--- config.mk ---
export PLATFORM = sky130hd
export DESIGN_NAME = led_pulse_stretcher
export DESIGN_NICKNAME = d
export VERILOG_FILES = /design/src/rtl/led_pulse_stretcher.sv
export SDC_FILE = /design/constraint.sdc
export NUM_CORES = 1
export LEC_CHECK = 0
export ABC_CLOCK_PERIOD_IN_PS = 4100
export CAP_MARGIN = 10
export CORE_ASPECT_RATIO = 0.9
export CORE_MARGIN = 1.5
export CORE_UTILIZATION = 25
export DETAILED_ROUTE_END_ITERATION = 6
export PLACE_DENSITY_LB_ADDON = 0.15
export RECOVER_POWER = 50
export SLEW_MARGIN = 25
export SYNTH_ARGS = -nofsm -noshare
export SYNTH_HDL_FRONTEND = slang
export SYNTH_SLANG_ARGS = --single-unit
--- constraint.sdc ---
create_clock -name clk -period 4.1 [get_ports clk]
set_input_delay 0.82 -clock clk [delete_from_list [all_inputs] [get_ports clk]]
set_output_delay 0.82 -clock clk [all_outputs]
set_load 0.01 [all_outputs]
--- src/rtl/led_pulse_stretcher.sv ---
// led_pulse_stretcher: turns single-cycle event pulses into visible LED flashes.
// Each accepted event gives one ON_CYCLES-long flash followed by a GAP_CYCLES
// dark gap. Events arriving while busy are queued in a saturating counter, and
// a sticky flag records any dropped events.
//
// Build option: LED_PULSE_ACTIVE_LOW_EN inverts led_out (lit when 0, resets to 1).
//
// Ports:
//   clk        system clock
//   reset_n    asynchronous active-low reset
//   pulse_in   event request, one event per cycle sampled high
//   clear_ovf  synchronous clear of overflow
//   led_out    LED drive (registered)
//   busy       high whenever not idle (registered)
//   pending    queued events not yet flashed (registered)
//   overflow   sticky: an event was dropped on a saturated queue (registered)
module led_pulse_stretcher #(
  parameter int unsigned ON_CYCLES  = 10_000_000,
  parameter int unsigned GAP_CYCLES = 5_000_000,
  parameter int unsigned PEND_W     = 4
) (
  input  logic              clk,
  input  logic              reset_n,
  input  logic              pulse_in,
  input  logic              clear_ovf,
  output logic              led_out,
  output logic              busy,
  output logic [PEND_W-1:0] pending,
  output logic              overflow
);

  localparam int unsigned MAX_CYC = (ON_CYCLES > GAP_CYCLES) ? ON_CYCLES : GAP_CYCLES;
  localparam int unsigned CNT_W   = (MAX_CYC > 1) ? $clog2(MAX_CYC) : 1;

  localparam logic [CNT_W-1:0]  ON_LOAD  = CNT_W'(ON_CYCLES - 1);
  localparam logic [CNT_W-1:0]  GAP_LOAD = CNT_W'(GAP_CYCLES - 1);
  localparam logic [CNT_W-1:0]  CNT_ONE  = CNT_W'(1);
  localparam logic [PEND_W-1:0] PEND_ONE = PEND_W'(1);
  localparam logic [PEND_W-1:0] PEND_MAX = {PEND_W{1'b1}};

  localparam logic [1:0] S_IDLE = 2'd0;
  localparam logic [1:0] S_ON   = 2'd1;
  localparam logic [1:0] S_GAP  = 2'd2;

`ifdef LED_PULSE_ACTIVE_LOW_EN
  localparam logic LED_LIT = 1'b0;
`else
  localparam logic LED_LIT = 1'b1;
`endif

  logic [1:0]        state, state_nx;
  logic [CNT_W-1:0]  cnt, cnt_nx;
  logic [PEND_W-1:0] pend_nx;
  logic              ovf_nx;
  logic              led_nx;
  logic              busy_nx;
  logic              inc, dec, consumed;

  // State, timer and registered outputs
  always_ff @(posedge clk or negedge reset_n) begin
    if (!reset_n) begin
      state    <= S_IDLE;
      cnt      <= '0;
      pending  <= '0;
      overflow <= 1'b0;
      led_out  <= ~LED_LIT;
      busy     <= 1'b0;
    end else begin
      state    <= state_nx;
      cnt      <= cnt_nx;
      pending  <= pend_nx;
      overflow <= ovf_nx;
      led_out  <= led_nx;
      busy     <= busy_nx;
    end
  end

  // Next-state, timer, pending accounting and output decode
  always_comb begin
    state_nx = state;
    cnt_nx   = cnt;
    pend_nx  = pending;
    ovf_nx   = overflow;
    inc      = 1'b0;
    dec      = 1'b0;
    consumed = 1'b0;

    case (state)
      S_IDLE: begin
        if (pulse_in) begin
          state_nx = S_ON;
          cnt_nx   = ON_LOAD;
          consumed = 1'b1;
        end
      end
      S_ON: begin
        if (cnt == '0) begin
          state_nx = S_GAP;
          cnt_nx   = GAP_LOAD;
        end else begin
          cnt_nx = cnt - CNT_ONE;
        end
      end
      S_GAP: begin
        if (cnt == '0) begin
          if (pending != '0) begin
            state_nx = S_ON;
            cnt_nx   = ON_LOAD;
            dec      = 1'b1;
          end else if (pulse_in) begin
            // Empty queue: the pulse starts the next flash directly
            state_nx = S_ON;
            cnt_nx   = ON_LOAD;
            consumed = 1'b1;
          end else begin
            state_nx = S_IDLE;
          end
        end else begin
          cnt_nx = cnt - CNT_ONE;
        end
      end
      default: begin
        state_nx = S_IDLE;
        cnt_nx   = '0;
      end
    endcase

    inc = pulse_in & ~consumed;

    // Coincident increment and decrement leave the queue unchanged
    if (inc && !dec) begin
      if (pending == PEND_MAX) begin
        ovf_nx = 1'b1;
      end else begin
        pend_nx = pending + PEND_ONE;
      end
    end else if (dec && !inc) begin
      pend_nx = pending - PEND_ONE;
    end

    // A new overflow in the same cycle beats the clear
    if (clear_ovf && !(inc && !dec && pending == PEND_MAX)) begin
      ovf_nx = 1'b0;
    end

    led_nx  = (state_nx == S_ON) ? LED_LIT : ~LED_LIT;
    busy_nx = (state_nx != S_IDLE);
  end

endmodule

==> results of run 1 <==
==> power by group <==
group | internal, W | switching (W)
combinational | 0.000162 | 0.000145
clock | 0.000198 | 0.000132
sequential | 0.000395 | 0.000113
==> worst paths after layout <==
path                         endpoint  slack [ns]  cells past startpoint
max reg2reg                pending[3]        0.55                     12
min                           cnt[21]        0.53                      1
max                        pending[3]        0.55                     12
max in group asynchronous      cnt[7]        2.03                      1
min reg2reg                   cnt[21]        0.53                      1
min in group asynchronous     cnt[14]        1.02                      1
==> cell type report <==
cell class,instances,area [sq um]
clock inverter,1,30.0
sequential,33,826
inverter,11,41.3
fill,944,6090
timing repair buffer,17,146
multi-input combinational,205,1320
clock buffer,7,86.3
tap,119,149
==> cell families (layout without fill, tap and decap cells) <==
group	after synthesis	in the layout	synth area share [%]
and+or+nand+nor	97	97	24.1
AOI/OAI and AO/OA	91	91	26.4
DFF	33	33	36.4
buffers and inverters	26	36	5.19
xor gates and xnor gates	10	10	3.86
adders and majority gates	4	4	2.54
muxes	3	3	1.43
==> cells in the final DEF (no fill, tap or decap), types with 7 or more instances in the layout <==
master and n:
a21oi_1 17, buf_4 7, dfrtp_1 33, inv_1 9
nand2_1 14, nor2_1 24, nor3_1 16, nor4_1 7
o21ai_0 26, o22ai_1 11, xnor2_1 8
==> worst reg2reg max path, cell delays in order (launching register included) <==
cell,delay [ns]
dfrtp_1,0.41
inv_1,0.09
ha_1,0.26
or4b_1,0.64
nor3_2,0.21
a21oi_1,0.15
o21ai_0,0.46
ha_1,0.33
a21o_1,0.17
a21oi_1,0.22
nor2b_1,0.20
a31oi_1,0.11
a211oi_2,0.24
==> layer usage <==
metal	routed length [um]	GRT usage, %	vias up
met4	48	3.72	0
li1	-	-	1030
met2	3100	22.8	45
met3	354	2.84	5
met5	0	0	-
met1	3550	24.6	1038
==> flip-flops by register name, summed over array words and instances, names as in the netlist <==
name	cells
busy	1
cnt	24
led_out	1
overflow	1
pending	4
state	2
==> metrics by stage <==
stage / setup WS, ns / hold slack [ns] / instance area [sq um] / std cells / total power [W]
6_report: 0.546 / 0.527 / 2600 / 393 / 0.00115
5_1_grt: 0.305 / 0.560 / 2600 / 393 / 0.00123
4_1_cts: 0.567 / 0.530 / 2600 / 393 / 0.00116
3_5_place_dp: 0.580 / 0.520 / 2490 / 385 / 0.000822
3_3_place_gp: 0.692 / 0.525 / 2490 / 385 / 0.000827
2_1_floorplan: 0.721 / 0.488 / 2270 / 264 / 0.000707
==> impl_metrics.ini, run 1 <==
[pwr]
ir_worst_vdd_mv = 0.119
p_per_area_nw_per_um2 = 440
leakagePower_nw = 0.919

[synthesis]
yosys.area.top_type_share_pct = 36.4
ys_seq_area_share_pct = 36.4
synthFlopType = dfrtp_1
syn_nets = 272
synth_edf_count = 0
syn_avg_cell_area_sq_um = 8.59
ys_warn_count = 0
netlist_instances = 264
syn-cell-area_sq_um = 2270
synthTopCellsByArea = dfrtp_1 (36%), o21ai_0 (5.7%), nor2_1 (4.0%), a21oi_1 (3.8%), nor3_1 (3.5%)
synth.distinct_cells = 59
synth_common_cells = dfrtp_1 (33), o21ai_0 (26), nor2_1 (24), a21oi_1 (17), nor3_1 (16)
async_flop_share_pct = 100
synth-seq-cells = 33
synth_top_area_cell = dfrtp_1
synth_most_common_cell = dfrtp_1

[min_path]
hold_start = cnt[21]
hold_path_class = reg -> reg

[finish]
nets = 281
syn_to_final_growth_pct = 14.8
antenna_cells = 0
final_util_pct = 30.0
drive_gt1_share_pct = 10.6

[critical_path]
slowest_delay_ns = 0.64
critPathArrivalTime_ns = 3.77
end_kind = flip-flop
critPathKind = reg -> reg
crit_chain = inv_1 > ha_1 > or4b_1 > nor3_2 > a21oi_1 > o21ai_0 > ha_1 > a21o_1 > a21oi_1 > nor2b_1 > a31oi_1 > a211oi_2
crit_path_top_delay_cell = or4b_1
worstPathMaxFanout = 7
path_buf_inv = 1
reg2reg_from = cnt[0]
crit_family = compound AO/OA/AOI/OAI gates
critPathLaunchType = flip-flop
cp-startpoint = cnt[0]
crit_required_ns = 4.31

[drt]
drt_first_pass_iters = 5
drc = 0
wirelength_um = 7050
num_vias = 2118
ant_nets = 0
drtIter0Drc = 154
wire_per_inst_um = 17.9
via_per_inst = 5.39

[die]
io_pins = 11
fp-row-count = 32
die_w_um = 103
die_h_um = 93.3
die-area_sq_um = 9650
start_util_pct = 26.1
core_area_sq_um = 8690

[sta]
fin_crit_ns = 3.55
finalSetupViolCount = 0
maxSlewViolCount = 34
max_slew_margin_pct = -22.0
tns_ns = 0
fin_worst_skew_ns = 0.0113
hold_violations = 0
worst_slew_pin_slew_ns = 1.83
fmax_ghz = 0.281
period_share_pct = 86.7
rsz0062_at_grt = no

[cts]
cts_sinks = 33
cts_tree = built
cts_buffer_depth = 2
cts-root-buf = clkbuf_8
holdBufCountCts = 0
htree_levels = 2
clk_pin_slew_ns = 0.08
numCtsBuffers = 5
clk_latency_ns = 0.29
postCtsSetupRepairBufs = 0
cts_resized = 0

[status]
violations = max-capacitance violations, max-slew violations
status = complete, but fails checks

[grt]
grt_use_total_pct = 16.0
overflow = 0
antenna_found_initial = 0
grt_max_degree = 34
grt_pass1_vias = 2134
grt_pass1_wl_um = 11600

[job]
cap_violations = 1

[place]
port_buffers = 10
hpwlAfterDp_um = 5060
gp_congestion = 0.851
No activity file was read; power rests on OpenSTA's default activity.
==> run 2, diff against run 1 <==
- CELL_PAD_IN_SITES_DETAIL_PLACEMENT: default -> 1
- CELL_PAD_IN_SITES_GLOBAL_PLACEMENT: default -> 1
- CORE_UTILIZATION: 25 -> 46
- SLEW_MARGIN: 25 -> default
==> impl_metrics.ini, run 2 (synthesized netlist as in run 1, its figures left out) <==
[cts]
cts_tree = built
cts_resized = 0
postCtsSetupRepairBufs = 0
clk_latency_ns = 0.30
holdBufCountCts = 0
cts-root-buf = clkbuf_8
numCtsBuffers = 5
clk_pin_slew_ns = 0.08
htree_levels = 2
cts_buffer_depth = 2
cts_sinks = 33

[min_path]
hold_path_class = reg -> reg
hold_start = cnt[21]
whs_path_depth = 1
hold_end = cnt[21]

[drt]
wl_met3_um = 332
ant_nets = 0
via_per_inst = 6.48
top_layer = met4
wl_met1_um = 3240
drc = 0
wirelength_um = 7350
drt_first_pass_iters = 4
wire_per_inst_um = 21.7
num_vias = 2191
drtIter0Drc = 167
route.met2.wl_um = 3680

[finish]
nets = 280
reg_top3 = cnt x24, pending x4, state x2
final_common_cell = dfrtp_1
stdcell_area_sq_um = 2530
fin_cells = 338
largest_reg_flops = 24
antenna_cells = 0
final_cell_mix = dfrtp_1 (33), o21ai_0 (26), nor2_1 (24)
drive_gt1_share_pct = 10.3
fill_cells = 577
multi_input_area_sq_um = 1320
regArea_sq_um = 826
top_register = cnt
syn_to_final_growth_pct = 11.5

[pwr]
finalPower_w = 0.00117
p_per_area_nw_per_um2 = 465
ir_worst_vdd_mv = 0.188
leakagePower_nw = 0.913

[status]
status = complete, but fails checks
violations = max-capacitance violations, max-slew violations

[sta]
fin_worst_skew_ns = 0.0104
hold_violations = 0
max_slew_margin_pct = -25.6
fmax_ghz = 0.261
fin_crit_ns = 3.84
tns_ns = 0
setup_slack_ns = 0.264
rsz0062_at_grt = no
period_share_pct = 93.6
finalSetupViolCount = 0
worst_slew_pin_slew_ns = 1.88
maxSlewViolCount = 34

[critical_path]
reg2reg_from = cnt[0]
crit_chain = inv_1 > ha_1 > or4b_1 > nor3_2 > buf_4 > a21oi_1 > o21ai_0 > ha_1 > a21o_1 > a21oi_1 > nor2b_1 > a31oi_1 > a211oi_2
critPathLaunchType = flip-flop
r2r_end = pending[3]
critPathArrivalTime_ns = 4.05
crit_path_top_delay_cell = or4b_1
end_kind = flip-flop
worstPathMaxFanout = 9
crit_required_ns = 4.31
critPathKind = reg -> reg
reg2reg_slack_ns = 0.26
slowest_delay_ns = 0.63
r2r_cells = 13

[place]
place_area_sq_um = 2410
gp_congestion = 0.831
port_buffers = 10
dp_cells = 330
hpwlAfterDp_um = 5200
pre_cts_ws_ns = 0.352

[die]
die_w_um = 77
io_pins = 11
core_area_sq_um = 4800
start_util_pct = 47.2
die_h_um = 69.6
die-area_sq_um = 5360
fp-row-count = 24

[grt]
grt_use_total_pct = 29.4
grt_pass1_vias = 2257
overflow = 0
grt_pass1_wl_um = 12100
grt_max_degree = 34
antenna_found_initial = 0

[job]
cap_violations = 1
run 2: metal layers:
| layer | GRT usage [%] | vias to the layer above |
|---|---|---|
| met1 | 39.7 | 1101 |
| met2 | 48.2 | 53 |
| met5 | 0 | - |
| met3 | 5.00 | 10 |
| met4 | 9.09 | 0 |
| li1 | - | 1027 |
run 2: how the worst max path moves through the flow:
| stage | cells after the start | start | slack, ns | end |
|---|---|---|---|---|
| after global placement | 13 | cnt[0] | 0.65 | pending[3] |
| after global routing | 13 | cnt[0] | 0.06 | pending[3] |
| final | 13 | cnt[0] | 0.26 | pending[3] |
| after detailed placement | 13 | cnt[0] | 0.35 | pending[3] |
| after CTS | 13 | cnt[0] | 0.32 | pending[3] |
| after floorplan | 13 | cnt[0] | 0.72 | pending[3] |
run 2: metrics by stage:
| step | util, % | hold WS (ns) |
|---|---|---|
| finish | 52.6 | 0.536 |
| CTS | 52.6 | 0.534 |
| detailed placement | 50.2 | 0.524 |
| global placement | 50.2 | 0.521 |
| floorplan | - | 0.488 |
| global route | 52.6 | 0.571 |
run 2: cell type report:
| type | count | area share [%] |
|---|---|---|
| Clock buffer | 7 | 3.42 |
| Clock inverter | 1 | 1.19 |
| Inverter | 11 | 1.63 |
| Multi-Input combinational cell | 205 | 52.4 |
| Sequential cell | 33 | 32.7 |
| Tap cell | 65 | 3.22 |
| Timing Repair Buffer | 16 | 5.50 |
run 2: critical path: cells and delay by family, from the launching register on:
family,cells,cell delay [ns]
flip-flops,1,0.41
AND/OR/NAND/NOR,3,0.98
AO/OA/AOI/OAI,6,1.43
adder cells (fa/ha/maj),2,0.64
buffers and inverters,2,0.28
run 2: report_power, final:
part / switching [W] / internal (W)
clock network: 0.000133 / 0.000198
logic: 0.000166 / 0.000165
registers: 0.000117 / 0.000395
